### config.mk
export PLATFORM = sky130hd
export DESIGN_NAME = varredor_triangulo
export DESIGN_NICKNAME = d
export VERILOG_FILES = /design/src/rtl/varredor_triangulo.sv
export SDC_FILE = /design/constraint.sdc
export NUM_CORES = 1
export LEC_CHECK = 0
export ABC_AREA = 1
export CAP_MARGIN = 25
export CORE_MARGIN = 5
export CORE_UTILIZATION = 40
export DETAILED_ROUTE_END_ITERATION = 10
export DONT_BUFFER_PORTS = 1
export PLACE_DENSITY = 0.52
export SYNTH_ARGS = -nofsm -noshare
export SYNTH_HDL_FRONTEND = slang
export SYNTH_SLANG_ARGS = --single-unit
### constraint.sdc
create_clock -name clk -period 15.1 [get_ports clk]
set_input_delay 3.02 -clock clk [delete_from_list [all_inputs] [get_ports clk]]
set_output_delay 3.02 -clock clk [all_outputs]
set_load 0.03 [all_outputs]
### src/rtl/varredor_triangulo.sv
// Triangle rasterizer: scans the vertex bounding box row-major, 1 cycle per point, and emits inside pixels.
// Emitted pixels use valid/ready; the scan holds while pix_valid is not accepted.
module varredor_triangulo #(
  parameter int W  = 12,
  parameter int CW = 24
) (
  input  logic          clk,
  input  logic          rst,
  input  logic          inicio,
  input  logic [W-1:0]  px1,
  input  logic [W-1:0]  py1,
  input  logic [W-1:0]  px2,
  input  logic [W-1:0]  py2,
  input  logic [W-1:0]  px3,
  input  logic [W-1:0]  py3,
  output logic [W-1:0]  px,
  output logic [W-1:0]  py,
  input  logic          entrada,
  output logic [W-1:0]  pix_x,
  output logic [W-1:0]  pix_y,
  output logic          pix_valid,
  input  logic          pix_ready,
  output logic          ocupado,
  output logic          fim,
  output logic [CW-1:0] contagem
);

  typedef enum logic [2:0] {
    S_IDLE,
    S_BBOX,
    S_SCAN,
    S_EMIT,
    S_DONE
  } estado_t;

  estado_t r_estado, w_prox;

  logic [W-1:0]  r_x1, r_y1, r_x2, r_y2, r_x3, r_y3;
  logic [W-1:0]  r_xmin, r_xmax, r_ymin, r_ymax;
  logic [W-1:0]  r_px, r_py, r_pix_x, r_pix_y;
  logic          r_pix_valid;
  logic [CW-1:0] r_contagem;

  logic [W-1:0]  w_xmin, w_xmax, w_ymin, w_ymax;
  logic          w_fim_linha, w_ultimo, w_avanca, w_aceita;

  function automatic logic [W-1:0] min3(input logic [W-1:0] a, input logic [W-1:0] b,
                                        input logic [W-1:0] c);
    logic [W-1:0] m;
    m = (a < b) ? a : b;
    return (c < m) ? c : m;
  endfunction

  function automatic logic [W-1:0] max3(input logic [W-1:0] a, input logic [W-1:0] b,
                                        input logic [W-1:0] c);
    logic [W-1:0] m;
    m = (a > b) ? a : b;
    return (c > m) ? c : m;
  endfunction

  assign w_xmin = min3(r_x1, r_x2, r_x3);
  assign w_xmax = max3(r_x1, r_x2, r_x3);
  assign w_ymin = min3(r_y1, r_y2, r_y3);
  assign w_ymax = max3(r_y1, r_y2, r_y3);

  // End-of-box is detected before incrementing, so coordinates at 2^W-1 never wrap.
  assign w_fim_linha = (r_px == r_xmax);
  assign w_ultimo    = w_fim_linha && (r_py == r_ymax);
  assign w_aceita    = (r_estado == S_IDLE) && inicio;
  assign w_avanca    = ((r_estado == S_SCAN) && !entrada) ||
                       ((r_estado == S_EMIT) && pix_ready);

  always_comb begin
    w_prox = r_estado;
    case (r_estado)
      S_IDLE:  if (inicio) w_prox = S_BBOX;
      S_BBOX:  w_prox = S_SCAN;
      S_SCAN: begin
        if (entrada)       w_prox = S_EMIT;
        else if (w_ultimo) w_prox = S_DONE;
      end
      S_EMIT:  if (pix_ready) w_prox = w_ultimo ? S_DONE : S_SCAN;
      S_DONE:  w_prox = S_IDLE;
      default: w_prox = S_IDLE;
    endcase
  end

  always_ff @(posedge clk or posedge rst) begin
    if (rst) r_estado <= S_IDLE;
    else     r_estado <= w_prox;
  end

  always_ff @(posedge clk or posedge rst) begin
    if (rst) begin
      r_x1 <= '0; r_y1 <= '0; r_x2 <= '0; r_y2 <= '0; r_x3 <= '0; r_y3 <= '0;
      r_xmin <= '0; r_xmax <= '0; r_ymin <= '0; r_ymax <= '0;
      r_px <= '0; r_py <= '0; r_pix_x <= '0; r_pix_y <= '0;
      r_pix_valid <= 1'b0;
      r_contagem  <= '0;
    end else begin
      if (w_aceita) begin
        r_x1 <= px1; r_y1 <= py1;
        r_x2 <= px2; r_y2 <= py2;
        r_x3 <= px3; r_y3 <= py3;
        r_contagem <= '0;
      end
      if (r_estado == S_BBOX) begin
        r_xmin <= w_xmin; r_xmax <= w_xmax;
        r_ymin <= w_ymin; r_ymax <= w_ymax;
        r_px   <= w_xmin; r_py   <= w_ymin;
      end
      if ((r_estado == S_SCAN) && entrada) begin
        r_pix_x     <= r_px;
        r_pix_y     <= r_py;
        r_pix_valid <= 1'b1;
      end
      if ((r_estado == S_EMIT) && pix_ready) begin
        r_pix_valid <= 1'b0;
        if (r_contagem != {CW{1'b1}}) r_contagem <= r_contagem + 1'b1;
      end
      if (w_avanca && !w_ultimo) begin
        if (!w_fim_linha) begin
          r_px <= r_px + 1'b1;
        end else begin
          r_px <= r_xmin;
          r_py <= r_py + 1'b1;
        end
      end
    end
  end

  assign px        = r_px;
  assign py        = r_py;
  assign pix_x     = r_pix_x;
  assign pix_y     = r_pix_y;
  assign pix_valid = r_pix_valid;
  assign contagem  = r_contagem;
  assign ocupado   = (r_estado != S_IDLE);
  assign fim       = (r_estado == S_DONE);

endmodule

==> results.tsv, run 1 <==
metric	value	unit
outcome	complete, no violations	
CP max-delay cell	dfrtp_1	
Tightest Pin Transition	0.998	ns
element type at the critical path start	register	
FMAX	208	MHz
HP Class	register to register	
clk buf depth	2	
DPL Wire Length	21.0	mm
routed vias	9035	
top cells by area, synth	dfrtp_1 41%, nand2_1 15%, ha_1 8.2%, o21ai_0 7.1%, inv_1 5.1%	
I/O Buffers	0	
post-synth top area cell	dfrtp_1	
synthesized area	11100	µm²
Clock Latency Late Sink	0.43	ns
Site Rows	61	
minimum clock period	4.80	ns
Fill cells	2811	
Syn Nets	1589	
drt first pass iters	5	
most instantiated cells after synthesis	436 x nand2_1, 184 x dfrtp_1, 158 x o21ai_0	
pin count of the biggest net entering global routing	117	
Hold WS	0.503	ns
Via density	5.03	
I/O Pins	152	
cts bufs inserted	17	
Core Area	27600	µm²
period utilisation layout	31.8	%
starting DRC count in detailed routing	538	
final hold viol count	0	
Post-synth EDFFs	0	
#FFs+latches synth	184	
CP Data Required Time	12.08	ns
CP max stage delay	0.63	ns
WS Path Type	register to output pin	
asr flop ratio synth	100	%
area occupied by multi-input gates	5600	µm²
gr usage total	18.5	%
Mapped Cells	1439	
synth warn	0	
worst path cell trace	nor2_1, inv_1, nor2_1	
CTS tree	yes	
Setup crit end kind	output pin	
RSZ-0062 raised after global routing	false	
CTS root buffer	clkbuf_16	
post-synthesis sequential area ratio	41.5	%
CP top delay family	simple AND/OR/NAND/NOR gates	
top-area cell type share of the netlist area	41.5	%
Slew headroom	33.3	%
CP Buf/Inv Count	1	
Sink Count	184	
initial antenna violation count	3	
# Max-Cap Violations	0	
final setup fails	0	
vias in the first global route	8686	
Initial Utilization	40.3	%
crit path max fanout	17	
Max Slew Vio Count	0	
clock skew	0.0156	ns
worst path arrival time	1.78	ns
Die Ht	177	µm
TNS Setup	0	ns
count leader, synth	nand2_1	
Area growth, synth to finish	7.96	%
Most used DFF post-synth	dfrtp_1	
max FFs per register	24	
H-tree depth	4	
number of remaining DRC errors	0	
most frequent CP cell	nor2_1	
Nets	1555	
first-pass GRT wire length	46.9	mm
postcts setup bufs	0	
Post-CTS Hold Fix Bufs	0	
Antenna Nets Post-Route	0	
DRT Wirelength	28.5	mm
DR WL/cell	15.9	µm
clk slew on worst S/H paths	0.07	ns
die width	177	µm
GP Congestion	0.826	
Synth Area per Inst	7.71	µm²
share of cells above drive strength 1	6.49	%
register area	4600	µm²
final global-route overflow total	0	
Cell variety after synth	53	
Die ar.	31200	µm²
post-cts resize count	0	
==> metal layers <==
metal,vias to the layer above,GRT usage [%],wire length [µm]
met5,-,0,54
met4,6,4.06,269
met3,23,6.10,2130
met2,178,25.2,11200
met1,4130,28.5,14900
li1,4698,-,-
==> metrics by stage <==
| step | instances | utilization, % | worst slack (ns) | instance area, µm² |
|---|---|---|---|---|
| after floorplan | 1439 | - | 7.08 | 11100 |
| after global placement | 1762 | 41.2 | 9.95 | 11300 |
| after detailed placement | 1762 | 41.2 | 9.92 | 11300 |
| after CTS | 1793 | 43.3 | 10.28 | 11900 |
| after global routing | 1795 | 43.5 | 10.19 | 12000 |
| final | 1796 | 43.5 | 10.30 | 12000 |
==> worst reg2reg max path, cell delays in order (launching register included) <==
cell and delay, ns:
dfrtp_1 0.43, ha_1 0.33, a21oi_1 0.16, nor2_1 0.05
nor2_1 0.18, nand3_2 0.35, nand2_1 0.58, o21ai_0 0.24
ha_1 0.34, inv_1 0.05, o31ai_1 0.25, nand3_1 0.14
o2111ai_1 0.14, nand2_1 0.50, o211ai_1 0.41, o21ai_0 0.13
==> cells in the final DEF (no fill, tap or decap), types with 6 or more instances in the layout <==
| cell type | count |
|---|---|
| a21oi_1 | 46 |
| a21oi_2 | 13 |
| clkbuf_16 | 17 |
| clkinv_1 | 9 |
| dfrtp_1 | 184 |
| ha_1 | 73 |
| inv_1 | 150 |
| nand2_1 | 436 |
| nand2_2 | 6 |
| nand3_1 | 61 |
| nand4_1 | 22 |
| nor2_1 | 54 |
| nor3_1 | 16 |
| nor4_1 | 8 |
| o211ai_1 | 35 |
| o21ai_0 | 158 |
| o21ai_1 | 10 |
| o21ai_2 | 8 |
| xor2_1 | 25 |
==> final cells by class <==
class / instances / share of cell area (%)
well taps: 378 / 3.95
clock inverters: 13 / 1.16
inverters: 165 / 5.25
flip-flops and latches: 184 / 38.4
repair buffers: 7 / 0.773
multi-input cells: 1030 / 46.7
diodes: 1 / 0.0209
clock buffers: 18 / 3.67
==> worst paths after layout <==
check,start,to,slack [ns],depth (start not counted)
setup / recovery,r_estado[1]$_DFFE_PP0P_,fim,10.30,3
hold / removal,r_estado[2]$_DFFE_PP0P_,r_estado[2]$_DFFE_PP0P_,0.50,1
setup reg to reg,r_y1[9]$_DFFE_PP0P_,r_ymax[11]$_DFFE_PP0P_,10.67,15
hold reg to reg,r_estado[2]$_DFFE_PP0P_,r_estado[2]$_DFFE_PP0P_,0.50,1
max in group asynchronous,rst,px[8]$_DFFE_PP0P_,11.38,3
min in group asynchronous,rst,r_xmin[2]$_DFFE_PP0P_,2.59,1
==> logic make-up after synthesis <==
| group | Yosys count | synth area share, % |
|---|---|---|
| compound gates | 299 | 15.7 |
| flops | 184 | 41.5 |
| xor+xnor | 26 | 2.05 |
| mux | 6 | 0.553 |
| fa+ha+maj | 73 | 8.23 |
| buf+inv | 225 | 8.20 |
| simple gates | 626 | 23.8 |
Power of run 1 is not shown: default switching activity piles up to over one toggle a cycle in this logic, so the estimate is an artifact.
==> run 2: changes to the inputs <==
- clock period: 15.1 -> 4.7 ns (I/O delays scaled with it)
==> run 2 against run 1 <==
  * Worst hold slack worse by 0.0026 ns
  * Setup slack worse by 9.7 ns
  * Clock skew is 0.0013 ns lower
  * Non-clock buffer count is 5 higher
  * Utilization stayed put
  * Via count is 0.84% higher
  * Design area stayed put
  * Final cell count is 0.33% higher
==> results.tsv, run 2 (synthesized netlist as in run 1, its figures left out) <==
metric	value	unit	change
Antenna Nets Post-Route	0		unchanged
Sink Count	184		unchanged
Die Ht	177	µm	unchanged
routed vias	9111		was 9035
final hold viol count	0		unchanged
Site Rows	61		unchanged
TNS Setup	0	ns	unchanged
Initial Utilization	40.3	%	unchanged
WP depth	16		was 3
vias in the first global route	8714		was 8686
post-cts resize count	0		unchanged
final global-route overflow total	0		unchanged
die width	177	µm	unchanged
period utilisation layout	87.0	%	
Core Area	27600	µm²	unchanged
number of remaining DRC errors	0		unchanged
minimum clock period	4.09	ns	
cts bufs inserted	17		unchanged
RSZ-0062 raised after global routing	false		unchanged
CTS root buffer	clkbuf_16		unchanged
postcts setup bufs	0		unchanged
commonest cells after routing, fill and taps aside	436 x nand2_1, 184 x dfrtp_1, 158 x o21ai_0, 150 x inv_1, 73 x ha_1		unchanged
Fill cells	2815		was 2811
Tightest Pin Transition	0.867	ns	was 0.998 ns
HP Class	register to register		unchanged
clk slew on worst S/H paths	0.08	ns	was 0.07 ns
Slew headroom	42.2	%	was 33.3%
WS Path Type	register to register		was register to output pin
Via density	5.06		was 5.03
Area growth, synth to finish	7.96	%	unchanged
pin count of the biggest net entering global routing	141		was 117
H-tree depth	4		unchanged
element type at the critical path start	register		unchanged
# Max-Cap Violations	0		unchanged
CTS tree	yes		unchanged
CP Buf/Inv Count	2		was 1
worst path cell trace	ha_1, a21oi_1, nor2_1, nor2_1, nand3_2, nand2_1, buf_4, o21ai_0, ha_1, inv_1, o31ai_1, nand3_1, o2111ai_1, nand2_1, o211ai_1, o21ai_0		was nor2_1, inv_1, nor2_1
first-pass GRT wire length	47.8	mm	was 46.9 mm
outcome	complete, no violations		unchanged
FMAX	244	MHz	
hold path cells	1		unchanged
drt first pass iters	5		unchanged
Worst R2R Path Depth	16		was 15
DPL Wire Length	21.9	mm	was 21.0 mm
gr usage total	19.0	%	was 18.5%
DR WL/cell	16.3	µm	was 15.9 µm
share of cells above drive strength 1	6.89	%	was 6.49%
CP top delay family	simple AND/OR/NAND/NOR gates		unchanged
crit path max fanout	24		was 17
Die ar.	31200	µm²	unchanged
I/O Pins	152		unchanged
initial antenna violation count	4		was 3
Max Slew Vio Count	0		unchanged
Post-CTS Hold Fix Bufs	0		unchanged
worst path arrival time	4.39	ns	was 1.78 ns
final setup fails	0		unchanged
DRT Wirelength	29.4	mm	was 28.5 mm
clock skew	0.0143	ns	was 0.0156 ns
clk buf depth	2		unchanged
most common cell after layout, fill and taps aside	nand2_1		unchanged
GP Congestion	0.826		about the same
CP Data Required Time	5.00	ns	was 12.08 ns
CP max stage delay	0.47	ns	was 0.63 ns
CP max-delay cell	nand2_1		was dfrtp_1
starting DRC count in detailed routing	546		was 538
Setup crit end kind	register		was output pin
max FFs per register	24		unchanged
Nets	1560		was 1555
I/O Buffers	0		unchanged
Clock Latency Late Sink	0.43	ns	about the same
-- run 2: worst paths after layout --
| kind | from | endpoint | slack [ns] |
|---|---|---|---|
| worst max-delay path | r_y1[9]$_DFFE_PP0P_ | r_ymax[11]$_DFFE_PP0P_ | 0.61 |
| worst min-delay path | r_estado[2]$_DFFE_PP0P_ | r_estado[2]$_DFFE_PP0P_ | 0.50 |
| worst max register to register | r_y1[9]$_DFFE_PP0P_ | r_ymax[11]$_DFFE_PP0P_ | 0.61 |
| worst min register to register | r_estado[2]$_DFFE_PP0P_ | r_estado[2]$_DFFE_PP0P_ | 0.50 |
| max in group asynchronous | rst | pix_y[7]$_DFFE_PP0P_ | 3.44 |
| min in group asynchronous | rst | r_x2[5]$_DFFE_PP0P_ | 0.55 |
-- run 2: routing by layer --
layer / global-route usage [%] / part of all wire, %
met4: 4.55 / 1.2
met3: 6.55 / 8.4
met2: 25.1 / 38
met5: 0 / 0.21
met1: 29.5 / 52
-- run 2: worst reg2reg max path, cell delays in order, from the launching register on --
cell       delay [ns]
dfrtp_1          0.41
ha_1             0.32
a21oi_1          0.16
nor2_1           0.05
nor2_1           0.17
nand3_2          0.37
nand2_1          0.20
buf_4            0.19
o21ai_0          0.18
ha_1             0.33
inv_1            0.05
o31ai_1          0.23
nand3_1          0.14
o2111ai_1        0.16
nand2_1          0.47
o211ai_1         0.41
o21ai_0          0.13
-- run 2: cell type report --
cell class	count	area (µm²)	share of cell area (%)
diodes	1	2.50	0.0209
inverters	165	626	5.22
well taps	378	473	3.95
multi-input cells	1030	5600	46.7
clock buffers	18	439	3.67
flip-flops and latches	184	4600	38.4
clock inverters	14	133	1.11
repair buffers	12	103	0.856
-- run 2: through the flow --
stage	instances	hold slack (ns)	setup WS [ns]	util [%]	instance area, µm²
floorplan	1439	0.457	1.40	-	11100
global placement	1769	0.496	0.619	41.4	11400
detailed placement	1769	0.487	0.631	41.4	11400
CTS	1801	0.498	0.619	43.5	12000
global route	1801	0.538	0.284	43.5	12000
finish	1802	0.501	0.609	43.5	12000
Power of run 2 is left out for the same reason.
